### src/rtl/alu_result_streamer.sv
// Captures a 5x5 signed-byte ALU result and streams its active NxN sub-matrix one element per beat.
// Optional overflow/size header beat ahead of the elements: define STREAM_OVF_HEADER_EN.
module alu_result_streamer (
  input  logic         clk,
  input  logic         rst_n,
  input  logic         load,
  input  logic [199:0] C_flat,
  input  logic         overflow_in,
  input  logic [2:0]   size,
  output logic         busy,
  output logic [7:0]   out_data,
  output logic         out_valid,
  input  logic         out_ready,
  output logic [2:0]   out_row,
  output logic [2:0]   out_col,
  output logic         out_last,
  output logic         overflow_flag,
  output logic         done
);

  typedef enum logic [1:0] {
    S_IDLE   = 2'd0,
    S_HEADER = 2'd1,
    S_STREAM = 2'd2,
    S_DONE   = 2'd3
  } state_e;

  state_e         state_q, state_d;
  logic [2:0]     row_q, row_d;
  logic [2:0]     col_q, col_d;
  logic [2:0]     n_q, n_d;
  logic           ovf_q, ovf_d;
  logic [199:0]   mat_q, mat_d;
  logic signed [7:0] elem;
  logic           last_elem;

  // Orders outside 2..5 fall back to the full 5x5 matrix.
  function automatic logic [2:0] eff_size(input logic [2:0] s);
    return (s >= 3'd2 && s <= 3'd5) ? s : 3'd5;
  endfunction

  // Linear 5x5 position row*5+col, independent of the active order.
  function automatic logic [4:0] elem_idx(input logic [2:0] r, input logic [2:0] c);
    return {r, 2'b00} + {2'b00, r} + {2'b00, c};
  endfunction

  assign elem      = mat_q[{elem_idx(row_q, col_q), 3'b000} +: 8];
  assign last_elem = (row_q == n_q - 3'd1) && (col_q == n_q - 3'd1);
  assign overflow_flag = ovf_q;

  always_ff @(posedge clk or negedge rst_n) begin
    if (!rst_n) begin
      state_q <= S_IDLE;
      row_q   <= 3'd0;
      col_q   <= 3'd0;
      n_q     <= 3'd5;
      ovf_q   <= 1'b0;
      mat_q   <= '0;
    end else begin
      state_q <= state_d;
      row_q   <= row_d;
      col_q   <= col_d;
      n_q     <= n_d;
      ovf_q   <= ovf_d;
      mat_q   <= mat_d;
    end
  end

  always_comb begin
    state_d   = state_q;
    row_d     = row_q;
    col_d     = col_q;
    n_d       = n_q;
    ovf_d     = ovf_q;
    mat_d     = mat_q;
    busy      = (state_q != S_IDLE);
    out_valid = 1'b0;
    out_data  = 8'd0;
    out_row   = 3'd0;
    out_col   = 3'd0;
    out_last  = 1'b0;
    done      = 1'b0;

    case (state_q)
      S_IDLE: begin
        if (load) begin
          mat_d = C_flat;
          ovf_d = overflow_in;
          n_d   = eff_size(size);
          row_d = 3'd0;
          col_d = 3'd0;
`ifdef STREAM_OVF_HEADER_EN
          state_d = S_HEADER;
`else
          state_d = S_STREAM;
`endif
        end
      end
`ifdef STREAM_OVF_HEADER_EN
      S_HEADER: begin
        out_valid = 1'b1;
        out_data  = {ovf_q, 4'b0000, n_q};
        out_row   = 3'd7;
        out_col   = 3'd7;
        if (out_ready) state_d = S_STREAM;
      end
`endif
      S_STREAM: begin
        out_valid = 1'b1;
        out_data  = elem;
        out_row   = row_q;
        out_col   = col_q;
        out_last  = last_elem;
        // Indices advance only on a handshake, so a stalled beat stays put.
        if (out_ready) begin
          if (last_elem) begin
            state_d = S_DONE;
          end else if (col_q == n_q - 3'd1) begin
            col_d = 3'd0;
            row_d = row_q + 3'd1;
          end else begin
            col_d = col_q + 3'd1;
          end
        end
      end
      S_DONE: begin
        done    = 1'b1;
        state_d = S_IDLE;
      end
      default: state_d = S_IDLE;
    endcase
  end

endmodule

### config.mk
export PLATFORM = sky130hd
export DESIGN_NAME = alu_result_streamer
export DESIGN_NICKNAME = d
export VERILOG_FILES = /design/src/rtl/alu_result_streamer.sv
export SDC_FILE = /design/constraint.sdc
export NUM_CORES = 1
export LEC_CHECK = 0
export CORE_MARGIN = 2
export CORE_UTILIZATION = 60
export CTS_BUF_LIST = sky130_fd_sc_hd__clkbuf_8 sky130_fd_sc_hd__clkbuf_16
export DETAILED_ROUTE_END_ITERATION = 10
export DONT_BUFFER_PORTS = 1
export HOLD_SLACK_MARGIN = 0.03
export PLACE_DENSITY = 0.85
export SYNTH_ARGS = -nofsm -noshare
export SYNTH_HDL_FRONTEND = slang
export SYNTH_SLANG_ARGS = --single-unit
### constraint.sdc
create_clock -name clk -period 4.25 [get_ports clk]
set_input_delay 0.6375 -clock clk [delete_from_list [all_inputs] [get_ports clk]]
set_output_delay 0.6375 -clock clk [all_outputs]
set_load 0.1 [all_outputs]
# Word-level counts from Yosys, hierarchy flattened
# Index checks and enable logic that the tools add are counted.
# Widths: inputs -> output; s select.
# word_totals
reg_bits,212
inputBits,208
out_inout_bits,19
word_cells,52
# classes
addsub,5
order_cmp,2
n_eq_ne,9
shifts,1
mux,20
n_reduce_logical,9
# ops
cell,n
$shiftx 200x9->8,1
$mux 3,10
$pmux 3 s2,2
$add 5x3->5,2
$ne 2x2->1 const B,5
$mux 8,1
$add 3x1->3 const B,2
$eq 3x3->1,2
$mux 2,3
$reduce_and 5->1,1
$eq 2x2->1 const B,2
$pmux 2 s2,1
$reduce_and 4->1,1
$reduce_bool 2->1,2
$ge 3x2->1 const B,1
$le 3x3->1 const B,1
$mux 1,3
$reduce_and 3->1,1
$sub 3x1->3 const B,1
$logic_and 1x1->1,2
$logic_not 2->1,1
$reduce_and 2->1,1

# Longest topological paths before layout
# Gate-level depths: netlist of the first run.
# logic_depth
ltp_word,6
ltp_mapped,9
depth_no_buf,8

# Worst setup path after synthesis of the first run
# No wires, ideal clock.
# synth_path
kind,register -> output
startpoint,register row_q[1]
endpoint,output out_data[3]
arrival_ns,5.278
required_time_ns,3.612
slack_ns,-1.665
path_stages_with_launch,9
path_buffers,1
path_cell_list,dfrtp_1 ha_1 ha_1 fa_1 clkbuf_1 nand2_1 o221ai_1 a221oi_1 nor4_1
# synth_between
elab_chain_len,4
# synth_rtl
element,line,source
from (decl),29,"logic [2:0] row_q, row_d;"
from (signal assigned),61,row_q <= row_d;
$add 5x3->5 (2 in a row),44,"return {r, 2'b00} + {2'b00, r} + {2'b00, c};"
$shiftx 200x9->8,47,"assign elem = mat_q[{elem_idx(row_q, col_q), 3'b000} +: 8];"
$mux 8,84,case (state_q)
to (decl),11,"output logic [7:0] out_data,"
# Every way passes these cells.

# Final worst setup path of the first run
# layout_path
startpoint,register row_q[1]
endpoint,output out_data[0]
# Same word-level chain as after synthesis.

==> results of run 1 <==
## area by class of cell
cell class	count	area, um2	area share (%)
clock buffers	24	578	4.95
flip-flops and latches	212	5310	45.5
inverters	8	30.0	0.257
repair buffers	43	460	3.94
diodes	6	15.0	0.129
multi-input cells	426	4820	41.3
clock inverters	15	180	1.54
well taps	220	275	2.36
## worst max-delay path: cells and delay by family, from the launching register on
family | cells | cell delay (ns)
buffers and inverters | 1 | 0.22
AO/OA/AOI/OAI | 3 | 0.76
flip-flops | 1 | 0.46
AND/OR/NAND/NOR | 2 | 0.43
adder cells (fa/ha/maj) | 3 | 1.23
## metrics by stage
step / worst slack (ns) / instances / utilization, % / instance area, um2
global route: -0.0234 / 952 / 70.4 / 11700
finish: 0.0127 / 954 / 70.4 / 11700
floorplan: 0.123 / 689 / - / 10300
global placement: 0.304 / 900 / 64.4 / 10700
CTS: 0.000210 / 944 / 69.5 / 11500
detailed placement: 0.174 / 900 / 64.4 / 10700
## layer usage
| metal | vias to the layer above | share of wire (%) | global-route usage, % | wire length [um] |
|---|---|---|---|---|
| met5 | - | 0 | 0 | 0 |
| met4 | 0 | 2.8 | 8.83 | 693 |
| met3 | 48 | 7.8 | 8.20 | 1900 |
| met2 | 239 | 49 | 44.6 | 11900 |
| met1 | 3076 | 40 | 35.0 | 9820 |
| li1 | 2629 | - | - | - |
## logic make-up after synthesis
logic type,Yosys count,share of synthesized area [%]
AOI/OAI and AO/OA,55,4.37
xor gates and xnor gates,10,0.863
adders and majority gates,12,1.63
buffers and inverters,51,3.26
DFF,212,52.3
muxes,262,32.6
and+or+nand+nor,87,4.98
## how the worst max path moves through the flow
stage / startpoint / to
2_1_floorplan: row_q[1] / out_data[3]
3_3_place_gp: row_q[0] / out_data[6]
3_5_place_dp: row_q[0] / out_data[0]
4_1_cts: col_q[2] / out_data[5]
5_1_grt: row_q[1] / out_data[0]
6_report: row_q[1] / out_data[0]
## flip-flops by register name, indices dropped and copies added (netlist names)
signal / cells
mat_q: 200
col_q: 3
n_q: 3
row_q: 3
state_q: 2
overflow_flag: 1
## cell usage after synthesis (8+ instances only)
cell and count:
nor4_1 9, mux4_2 24, mux4_1 8, nor2_1 12
and2_1 8, nand2_1 20, a211oi_1 10, buf_2 15
mux2i_1 28, inv_1 8, mux2_2 202, and4_1 8
a2111oi_0 13, ha_1 10, dfrtp_1 210, buf_4 19
## what timing repair did
item                       4_1_cts  5_1_grt
buffers inserted                 5        5
setup endpoints to repair        8        8
gates resized for setup         11       19
pin swaps                        5        8
hold endpoints to repair       212      212
==> results.cfg, run 1 <==
[layout]
final_cell_mix = dfrtp_1 (208), mux2_2 (202), buf_4 (32), mux2i_1 (28), mux4_2 (24)
mostFrequentLayoutCell = dfrtp_1
synthToLayoutAreaGrowth_pct = 15.1
drive_gt1_share_pct = 47.9
nFillCells = 1107
nets = 933

[die]
initial_core_util_pct = 61.2
ioPinCount = 227
dieArea_um2 = 18000
chipWidth_um = 134
rows = 47
die_y_um = 134
core_area_um2 = 16600

[yosys]
syn_inst = 689
syn_area_um2 = 10100
syn_area_per_cell_um2 = 14.7
ys_warn_count = 0
synth_area_leaders = dfrtp_1 (52%), mux2_2 (22%), mux4_2 (5.3%)
synth-edff-count = 0
synth_top_cell_by_area = dfrtp_1
syn-num-nets = 909
synth.yosys.seq_area_share_pct = 52.3
async_reset_ff_share_pct = 100
synth_seq_cells = 212
synth_ff_type = dfrtp_1
synth.distinct_cells = 48
synth_top_area_share_pct = 51.8

[clock_tree]
htree_levels = 1
clkLatencyLatePin_ns = 0.51
cts-root-buf = clkbuf_16
cts_max_path_buffers = 3
cts_sinks = 212
cts_buffers = 22
cts_tree = yes
clk_pin_slew_ns = 0.06

[routing]
drt_iter0_markers = 435
detail-route-antenna-nets = 0
routed_wl_um = 24400
vias_per_cell = 6.28
vias = 5992
drt_pass1_iterations = 5
route.detailed.drc = 0
wl_per_cell_um = 25.5

[job]
cap_viol_max_count = 0

[worst_setup_path]
cp_max_fo = 8
r2r_slack_ns = 1.57
ff2ff_path_depth = 4
critPathSlowestCell = fa_2
worst_ep_arrival_time_ns = 3.60
critPathLaunchType = flop
r2r_start = state_q[1]
cp-end-kind = output port
slowest_delay_ns = 0.68
critPathKind = reg2out
worst_r2r_endpoint = mat_q[66]
path_cells = ha_1 -> ha_4 -> fa_2 -> nor2b_4 -> a22o_1 -> a2111oi_2 -> a211oi_1 -> nor4_4 -> buf_12
cp.required_ns = 3.61

[grt]
antenna_found_initial = 8
grt_pass1_vias = 6624
overflow = 0
grt_pass1_wl_um = 37500
grt_max_degree = 213
track_usage_pct = 27.2

[sta]
finalHoldViolCount = 210
tns_ns = 0
worst_pin_slew_ns = 1.21
fmax_mhz = 236
setup_violations = 0
clock_skew_ns = 0.0211
holdWs_ns = -0.181
slew_violations = 0
max_slew_margin_pct = 19.1
min_period_ns = 4.24
period_share_pct = 99.7

[hold_path]
min_path_type = in2async

[placement]
gp_congestion = 0.922
port_buffers = 0
dp_hpwl_um = 17100

[status]
violations = negative hold slack
status = finished with violations
Power of run 1 is left out: the tool's default activity adds up to more than one toggle a clock period on the data nets, which glitch-free logic cannot reach.
==> run 2, diff against run 1 <==
--- a/config.mk
+++ b/config.mk
@@ -7,7 +7,7 @@
 export LEC_CHECK = 0
 export CORE_MARGIN = 2
 export CORE_UTILIZATION = 60
-export CTS_BUF_LIST = sky130_fd_sc_hd__clkbuf_8 sky130_fd_sc_hd__clkbuf_16
+export CTS_BUF_LIST = sky130_fd_sc_hd__clkbuf_16
 export DETAILED_ROUTE_END_ITERATION = 10
 export DONT_BUFFER_PORTS = 1
 export HOLD_SLACK_MARGIN = 0.03
==> constraint.sdc (replaced) <==
create_clock -name clk -period 5.2 [get_ports clk]
set_input_delay 0.78 -clock clk [delete_from_list [all_inputs] [get_ports clk]]
set_output_delay 0.78 -clock clk [all_outputs]
set_load 0.1 [all_outputs]
==> results.cfg, run 2 (same netlist as run 1, synthesis figures left out) <==
[sta]
tns_ns = 0
rsz0062_at_grt = no
setup_slack_ns = 0.359
fmax_mhz = 207
holdWs_ns = -0.0173
min_period_ns = 4.84
worst_pin_slew_ns = 1.09
setup_violations = 0
slew_violations = 0
clock_skew_ns = 0.00803
max_slew_margin_pct = 27.2
period_share_pct = 93.1
finalHoldViolCount = 124

[clock_tree]
clkLatencyLatePin_ns = 0.50
cts_tree = yes
cts_sinks = 212
cts_buffers = 23
postCtsResizedCells = 0
postCtsSetupBuffers = 0
cts-root-buf = clkbuf_16
cts_max_path_buffers = 3
clk_pin_slew_ns = 0.06
htree_levels = 1

[grt]
grt_pass1_vias = 6566
track_usage_pct = 26.7
antenna_found_initial = 6
overflow = 0
grt_pass1_wl_um = 36700
grt_max_degree = 213

[worst_setup_path]
critPathSlowestCell = fa_1
slowest_delay_ns = 0.61
cp.required_ns = 4.42
ff2ff_path_depth = 5
r2r_start = state_q[0]
cp_top_family = adder cells
path_cells = fa_1 -> fa_1 -> buf_4 -> nor2b_1 -> a22o_1 -> a2111oi_0 -> a211oi_1 -> nor4_4 -> buf_4
worst_r2r_endpoint = row_q[2]
cp_max_fo = 24
r2r_slack_ns = 2.40
critPathKind = reg2out
critPathLaunchType = flop
cp-end-kind = output port
worst_ep_arrival_time_ns = 4.06
worst-path-buf-inv = 2

[layout]
mostFrequentLayoutCell = dfrtp_1
nets = 909
synthToLayoutAreaGrowth_pct = 11.0
fin_area_um2 = 11300
final_cell_mix = dfrtp_1 (210), mux2_2 (202), mux2i_1 (28), mux4_2 (24), clkbuf_16 (23)
post-route-util_pct = 67.9
drive_gt1_share_pct = 42.9
largest_reg_flops = 200
top_register = mat_q

[die]
chipWidth_um = 134
rows = 47
core_area_um2 = 16600
die_y_um = 134
initial_core_util_pct = 61.2
dieArea_um2 = 18000
ioPinCount = 227

[placement]
dp_slack_ns = 0.893
postPlaceCellArea_um2 = 10400
port_buffers = 0
gp_congestion = 0.925
dp_hpwl_um = 16900

[status]
violations = negative hold slack
status = finished with violations

[routing]
wl_per_cell_um = 25.4
vias_per_cell = 6.30
route.detailed.drc = 0
drt_pass1_iterations = 5
routed_wl_um = 23700
detail-route-antenna-nets = 0
vias = 5860
drt_iter0_markers = 374

[hold_path]
min_path_type = in2async

[job]
cap_viol_max_count = 0
run 2: worst max-delay path by stage:
stage / from / end / cells after the start
floorplan: row_q[1] / out_data[3] / 8
global placement: row_q[2] / out_data[0] / 9
detailed placement: row_q[2] / out_data[0] / 9
CTS: row_q[2] / out_data[0] / 9
global route: row_q[2] / out_data[6] / 9
finish: row_q[2] / out_data[0] / 9
run 2: final cells by class:
class	instances	area (um2)
antenna	6	15.0
clock buffer	23	576
clock inverter	17	225
fill	1158	5330
inverter	8	30.0
multi-input combinational	426	4680
sequential	212	5310
tap	220	275
timing repair buffer	18	148
run 2: routing by layer:
metal,wire [um],part of all wire (%),GRT usage [%],vias up
met4,842,3.6,9.71,0
met5,0,0,0,-
met3,1950,8.3,7.79,58
met1,9300,39,33.9,2972
li1,-,-,-,2581
met2,11600,49,44.0,249
run 2: stage by stage:
stage	cells	hold slack, ns
CTS	924	-0.0399
floorplan	689	0.449
detailed placement	884	0.491
global placement	884	0.475
finish	930	-0.0173
global route	927	-0.0437
run 2: worst register-to-register path, cell delays in order, from the launching register on:
cell	delay, ns
dfrtp_1	0.41
nand2b_1	0.16
buf_4	0.24
inv_1	0.74
and2_1	0.96
a21o_1	0.21
Power of run 2 is left out for the same reason.
